`src/rtl/cam_capture.sv`:
```
// cam_capture: write-side producer for the dual-port frame buffer.
// Reassembles the OV7670 byte stream (VSYNC/HREF framing, RGB565 as two
// bytes per pixel) into RGB111 pixels and drives the buffer write port.
// All outputs are registered on the rising edge of the pixel clock, so they
// are stable across the falling edge where the buffer samples them.
//
// Write handshake: regwrite is a single-cycle strobe. While it is high,
// addr_in and data_in carry one complete pixel. There is no back-pressure,
// because the buffer accepts every strobe. While regwrite is low, addr_in and
// data_in keep their last values.
module cam_capture #(
  parameter int AW    = 15,
  parameter int DW    = 3,
  parameter int IMG_W = 160,
  parameter int IMG_H = 120
) (
  input  logic          clk,
  input  logic          reset,
  input  logic          vsync,
  input  logic          href,
  input  logic [7:0]    px_data,
  output logic [AW-1:0] addr_in,
  output logic [DW-1:0] data_in,
  output logic          regwrite,
  output logic          frame_done,
  output logic          overrun,
  output logic          state_dbg
);

  // The counter is one bit wider than the address so it can hold the
  // "frame full" value even when IMG_W*IMG_H == 2**AW.
  localparam logic [AW:0] NPIX = (AW+1)'(IMG_W * IMG_H);

  typedef enum logic {
    WAIT_FRAME = 1'b0,
    CAPTURE    = 1'b1
  } state_t;

  localparam logic PH_FIRST  = 1'b0;
  localparam logic PH_SECOND = 1'b1;

  state_t        state_q, state_d;
  logic [AW:0]   pix_cnt_q, pix_cnt_d;
  logic          phase_q, phase_d;
  logic [7:0]    byte1_q, byte1_d;
  logic          vsync_q;
  logic [AW-1:0] addr_q, addr_d;
  logic [DW-1:0] data_q, data_d;
  logic          regwrite_q, regwrite_d;
  logic          frame_done_q, frame_done_d;
  logic          overrun_q, overrun_d;

  logic frame_start;
  logic frame_end;

  // A falling vsync opens a frame. A rising vsync closes it. Because vsync_q
  // resets low, a frame already running at reset release is never captured.
  assign frame_start = vsync_q & ~vsync;
  assign frame_end   = ~vsync_q & vsync;

  // State register and registered outputs.
  always_ff @(posedge clk or posedge reset) begin
    if (reset) begin
      state_q      <= WAIT_FRAME;
      pix_cnt_q    <= '0;
      phase_q      <= PH_FIRST;
      byte1_q      <= '0;
      vsync_q      <= 1'b0;
      addr_q       <= '0;
      data_q       <= '0;
      regwrite_q   <= 1'b0;
      frame_done_q <= 1'b0;
      overrun_q    <= 1'b0;
    end else begin
      state_q      <= state_d;
      pix_cnt_q    <= pix_cnt_d;
      phase_q      <= phase_d;
      byte1_q      <= byte1_d;
      vsync_q      <= vsync;
      addr_q       <= addr_d;
      data_q       <= data_d;
      regwrite_q   <= regwrite_d;
      frame_done_q <= frame_done_d;
      overrun_q    <= overrun_d;
    end
  end

  // Next-state logic: byte pairing, pixel reduction and frame bookkeeping.
  always_comb begin
    state_d      = state_q;
    pix_cnt_d    = pix_cnt_q;
    phase_d      = phase_q;
    byte1_d      = byte1_q;
    addr_d       = addr_q;
    data_d       = data_q;
    regwrite_d   = 1'b0;
    frame_done_d = 1'b0;
    overrun_d    = overrun_q;

    case (state_q)
      WAIT_FRAME: begin
        if (frame_start) begin
          pix_cnt_d = '0;
          overrun_d = 1'b0;
          phase_d   = PH_FIRST;
          state_d   = CAPTURE;
        end
      end

      CAPTURE: begin
        if (frame_end) begin
          // Frame end takes priority over a second byte arriving on the same
          // edge. Any half-received pixel is dropped.
          frame_done_d = 1'b1;
          phase_d      = PH_FIRST;
          state_d      = WAIT_FRAME;
        end else if (!href) begin
          // A lone first byte at the end of a line is discarded.
          phase_d = PH_FIRST;
        end else if (phase_q == PH_FIRST) begin
          byte1_d = px_data;
          phase_d = PH_SECOND;
        end else begin
          phase_d = PH_FIRST;
          if (pix_cnt_q < NPIX) begin
            // Keep the MSB of each channel: R5 (byte1[7]), G6 (byte1[2]),
            // and B5 (byte2[4]).
            data_d     = {byte1_q[7], byte1_q[2], px_data[4]};
            addr_d     = pix_cnt_q[AW-1:0];
            regwrite_d = 1'b1;
            pix_cnt_d  = pix_cnt_q + 1'b1;
          end else begin
            overrun_d = 1'b1;
          end
        end
      end

      default: begin
        state_d = WAIT_FRAME;
      end
    endcase
  end

  assign addr_in    = addr_q;
  assign data_in    = data_q;
  assign regwrite   = regwrite_q;
  assign frame_done = frame_done_q;
  assign overrun    = overrun_q;
  assign state_dbg  = (state_q == CAPTURE);

endmodule

```
`config.mk`:
```
export PLATFORM = sky130hd
export DESIGN_NAME = cam_capture
export DESIGN_NICKNAME = d
export VERILOG_FILES = /design/src/rtl/cam_capture.sv
export SDC_FILE = /design/constraint.sdc
export NUM_CORES = 1
export LEC_CHECK = 0
export ABC_CLOCK_PERIOD_IN_PS = 1900
export CAP_MARGIN = 40
export CORE_MARGIN = 5
export CORE_UTILIZATION = 25
export CTS_CLUSTER_SIZE = 8
export DETAILED_ROUTE_END_ITERATION = 6
export HOLD_SLACK_MARGIN = 0.08
export PLACE_DENSITY = 0.42
export SETUP_SLACK_MARGIN = 0.4
export SYNTH_ARGS = -nofsm -noshare
export SYNTH_HDL_FRONTEND = slang
export SYNTH_SLANG_ARGS = --single-unit
```
`constraint.sdc`:
```
create_clock -name clk -period 1.9 [get_ports clk]
set_input_delay 0.57 -clock clk [delete_from_list [all_inputs] [get_ports clk]]
set_output_delay 0.57 -clock clk [all_outputs]
set_load 0.02 [all_outputs]
```
# Yosys cells after proc, flatten, opt, wreduce, memory -nomap -nowiden
# Cells that the tools add are included.
word_totals:
  register_bits: 48
  romBits: 0
  latchBits: 0
  output_inout_bits: 22
  n_memories: 0
  wordCells: 55
  ram_bits: 0
classes:
  eq_ne: 6
  div: 0
  bitwise_logic: 7
  n_reduce_logical: 4
  multipliers: 0
  n_addsub: 1
  muxes: 26
  shift: 0
  n_lt_le_gt_ge: 1
op_table:
  columns: ["operator", "count"]
  rows:
  - ["16-bit 2-to-1 mux", 5]
  - ["16-bit one-hot mux with 2 select lines", 1]
  - ["1-bit 2-to-1 mux", 17]
  - ["16-bit by 1-bit adder with 16-bit output (second input constant)", 1]
  - ["16-bit by 15-bit less-than comparator with 1-bit output (second input constant)", 1]
  - ["5-bit AND reduction", 3]
  - ["2-bit inequality test (second input constant)", 4]
  - ["1-bit one-hot mux with 2 select lines", 3]
  - ["1-bit inverter", 5]
  - ["2-bit by 1-bit inequality test with 1-bit output (second input constant)", 2]
  - ["4-bit AND reduction", 1]
  - ["1-bit AND", 2]

# Depth between registers and ports, before layout
depth:
  depth_word: 6
  mapped_depth: 7
  mapped_depth_nobuf: 5

# Worst setup path after synthesis
# No wires, ideal clock.
synth_timing:
  path_kind: "input port to flip-flop"
  startpoint: "in href"
  endpoint: "reg addr_q[0], in the netlist addr_in[0]"
  path_stages: 7
  t_required_ps: 1775
  arrival_time_ps: 1596
  setup_slack_ps: 179
  n_path_buf: 2
  setup_time_ps: 125
  cell_sequence: "and2_4 -> and3_1 -> buf_6 -> nand2_8 -> inv_4 -> buf_6 -> mux2_4"
synth_via:
  elab_chain_len: 1
synth_lines:
  columns: ["element", "line_no", "text"]
  rows:
  - ["start: declaration", "20", "input logic href,"]
  - ["5-bit AND reduction (no line)", null, null]
  - ["end signal: assignment", "80", "addr_q <= addr_d;"]
  - ["end: declaration", "47", "logic [AW-1:0] addr_q, addr_d;"]
# Every way passes these cells.
# A chain may end at the register's enable or synchronous reset.

# Worst setup path after layout
layout_timing:
  startpoint: "reg pix_cnt_q[10]"
  endpoint: "reg pix_cnt_q[12]"
layout_via:
  elab_chain_len: 6
  elab_cells_between_ends: 9
  classes_between: "add/sub: 1; order compare: 1; eq/ne: 1; mux: 5; reduce/logical: 1"
layout_lines:
  columns: ["element", "line_no", "text"]
  rows:
  - ["start: declaration", "43", "logic [AW:0] pix_cnt_q, pix_cnt_d;"]
  - ["start signal: assignment", "76", "pix_cnt_q <= pix_cnt_d;"]
  - ["16-bit by 1-bit adder with 16-bit output", "131", "pix_cnt_d = pix_cnt_q + 1'b1;"]
  - ["16-bit 2-to-1 mux", "125", "if (pix_cnt_q < NPIX) begin"]
  - ["16-bit 2-to-1 mux", "120", "end else if (phase_q == PH_FIRST) begin"]
  - ["16-bit 2-to-1 mux", "117", "end else if (!href) begin"]
  - ["16-bit 2-to-1 mux", "111", "if (frame_end) begin"]
  - ["16-bit one-hot mux with 2 select lines", "100", "case (state_q)"]
# Parallel ways exist; a longest one is shown, timed or not. The select of a mux whose other input is x is not followed.

==> flow_summary.toml <==
[synthesis]
synth_area_mm2 = 0.00191
syn_inst = 152
synth.distinct_cells = 39
synth_fa_ha_area_share_pct = 0.655
ys_seq_elements = 42
yosysTopAreaCellShare_pct = 55.0
synth-simple-area-share_pct = 16.6
synth_top_family_by_area = "multiplexers"
synth_edf_count = 0
synth_warnings = 0
ys_seq_area_share_pct = 55.0
avgSynthCellArea_um2 = 12.6
synthTopCellsByArea = "dfrtp_1, mux2_2, mux2_4"
synth_xor_area_share_pct = 0
synth_compound_area_share_pct = 6.95
ys.flop_type = "dfrtp_1"
yosysTopAreaCell = "dfrtp_1"
async_reset_ff_share_pct = 100
syn_nets = 165
synthMuxAreaShare_pct = 17.6

[power_and_ir_drop]
p_leak_nw = 1.37
p_comb_share_pct = 15.1
clock_power_share_pct = 39.6
switching_share_pct = 23.7
internal_power_mw = 1.69
p_switching_uw = 524
peakVddDrop_mv = 0.336
pwr-share-seq_pct = 45.3
p_per_area_mw_per_mm2 = 756

[floorplanning]
dieArea_mm2 = 0.00948
die_w_um = 97.4
start_util_pct = 26.0
fp.dieH_um = 97.4
core_mm2 = 0.00733
ioPinCount = 34
num_rows = 31

[setup_path]
cp-start-kind = "flip-flop"
crit_path_end_kind = "flip-flop"
critical_path_required_ns = 2.13
critical_path.slowest_cell = "or4_4"
arrival_ns = 1.90
reg2reg_depth = 5
path_max_fanout = 4
worstSetupPathType = "reg2reg"
crit_chain = "buf_4 -> and3_1 -> nand3_1 -> or4_4 -> a21oi_2"
cpPeakStageDelay_ns = 0.51

[global_route]
antenna_found_initial = 0
grt_overflow = 0
grt_usage_pct = 10.7
grt_max_degree = 16
grt_pass1_wl_mm = 8.13
grt_pass1_vias = 1593

[timing]
fin_tns_setup_ns = 0
hold_viol = 0
slew_headroom_pct = 74.0
tightest_slew_ns = 0.389
finalSetupViolCount = 0
layout_min_cycle_time_ns = 1.67
timing.final.crit_share_pct = 87.8
maxSlewViolCount = 0
finClkSkew_ns = 0.00691
fmax_ghz = 0.599
rsz0062_at_grt = "true"

[clock_network]
cts_tree = "done"
worst_skew_pair.late_latency_ns = 0.30
cts_buffers = 5
htree_levels = 2
clk_pin_slew_ns = 0.08
cts_sinks = 42
clockBufferDepth = 2
root_buffer = "clkbuf_8"

[placed_design]
port_buffers = 28
gp_congestion = 0.744
hpwl_mm = 3.18
dp_cells = 292

[min_path]
holdCritPathClass = "reg2reg"
whs_path_depth = 1

[cells_and_area]
fin_cells = 321
fin_util_pct = 40.0
syn_to_final_growth_pct = 53.5
fillers = 671
diodes = 0
nNetsFinal = 234
layout-drive-gt1-share_pct = 54.5

[route]
wl_per_cell_um = 14.9
viasPerCell = 4.64
drtIter0Drc = 53
dr.pass1.iters = 6
vias = 1488
wl_mm = 4.80
ant_nets = 0
drc = 0

[outcome]
status = "finished, final reports clean"

[run]
maxCapViolations = 0
==> layer usage <==
layer,routed length [um],vias to the layer above,GRT usage [%],share of wire (%)
met2,2360,37,17.1,49
met4,130,0,5.32,2.7
li1,-,696,-,-
met5,0,-,0,0
met3,213,13,3.23,4.4
met1,2100,742,13.2,44
==> layout by cell type, fill, tap and decap left out, types with 2 or more instances in the layout <==
cell type | Yosys | final
dfrtp_1 | 42 | 40
buf_2 | 1 | 21
buf_4 | 0 | 21
mux2_4 | 8 | 17
buf_6 | 2 | 14
nand2_1 | 13 | 13
mux2i_1 | 8 | 8
nand4_1 | 6 | 6
clkbuf_8 | 0 | 6
and3_1 | 6 | 4
nor4_4 | 0 | 4
clkdlybuf4s50_1 | 0 | 4
buf_12 | 0 | 4
inv_1 | 4 | 3
mux2_2 | 12 | 3
a21oi_1 | 5 | 3
nand3_1 | 6 | 3
nand2b_1 | 2 | 2
nand3_4 | 0 | 2
o21ai_2 | 0 | 2
a21oi_2 | 0 | 2
o211ai_1 | 2 | 2
nand3_2 | 1 | 2
or4_1 | 3 | 2
bufinv_16 | 0 | 2
dfrtp_2 | 0 | 2
==> cell type report <==
type,count,area (um2),area share [%]
timing repair buffer,67,574,19.6
sequential,42,1050,36.0
clock inverter,2,60.1,2.05
tap,99,124,4.23
inverter,5,35.0,1.20
multi-input combinational,99,985,33.6
timing repair inverter,1,16.3,0.555
clock buffer,6,82.6,2.82
==> logic make-up after synthesis <==
| group | Yosys count |
|---|---|
| buf+inv | 11 |
| flops | 42 |
| fa+ha+maj | 1 |
| simple gates | 51 |
| compound gates | 19 |
| mux | 28 |
==> path summary, 6_finish.rpt <==
path                                    start       endpoint  slack, ns
worst max-delay path            pix_cnt_q[10]  pix_cnt_q[12]       0.23
worst min-delay path              addr_in[11]    addr_in[11]       0.51
worst max register to register  pix_cnt_q[10]  pix_cnt_q[12]       0.23
worst min register to register    addr_in[11]    addr_in[11]       0.51
max in group asynchronous               reset  pix_cnt_q[11]       0.89
min in group asynchronous               reset     addr_in[5]       0.61
==> flip-flops by register name (all words and copies together) (netlist names) <==
register and cells:
phase_q 1, pix_cnt_q 16, overrun 1, frame_done 1, byte1_q 2, data_in 3
addr_in 15, vsync_q 1, regwrite 1, state_dbg 1
==> synthesized netlist by cell type (2+ instances only) <==
library cell	number
dfrtp_1	42
nand2_1	13
mux2_2	12
mux2_4	8
mux2i_1	8
and3_1	6
nand3_1	6
nand4_1	6
a21oi_1	5
inv_1	4
clkbuf_1	3
nor4_2	3
or4_1	3
buf_6	2
nand2b_1	2
nor2_1	2
nor3_1	2
o211ai_1	2
o21ai_0	2
o31ai_1	2
==> critical path: cells and delay by family, from the launching register on <==
kind | cells | cell delay [ns]
buf+inv | 1 | 0.16
simple gates | 3 | 0.87
compound gates | 1 | 0.13
flops | 1 | 0.43
==> stage by stage <==
step / worst slack [ns] / power, mW / area, um2 / hold slack [ns]
after floorplan: 0.196 / 1.18 / 1940 / 0.458
after global placement: -0.274 / 1.33 / 2480 / 0.489
after detailed placement: -0.287 / 1.34 / 2480 / 0.496
after CTS: 0.189 / 2.23 / 2850 / 0.513
after global routing: 0.168 / 2.31 / 2930 / 0.525
final: 0.231 / 2.22 / 2930 / 0.510
==> power by group through the flow <==
stage	registers, mW	logic (mW)	clock network, mW
floorplan	1.07	0.114	0
global placement	1.02	0.313	0
detailed placement	1.02	0.317	0
CTS	1.00	0.330	0.897
global route	1.01	0.368	0.928
finish	1.00	0.335	0.877
==> timing repair <==
item	in CTS	in global routing
gates resized for setup	125	24
gates cloned	1	0
buffers inserted	16	4
pin swaps	18	19
hold endpoints to repair	0	0
hold buffers	0	0
endpoints found under the setup margin	60	39
Power figures use the tool's default switching activity.
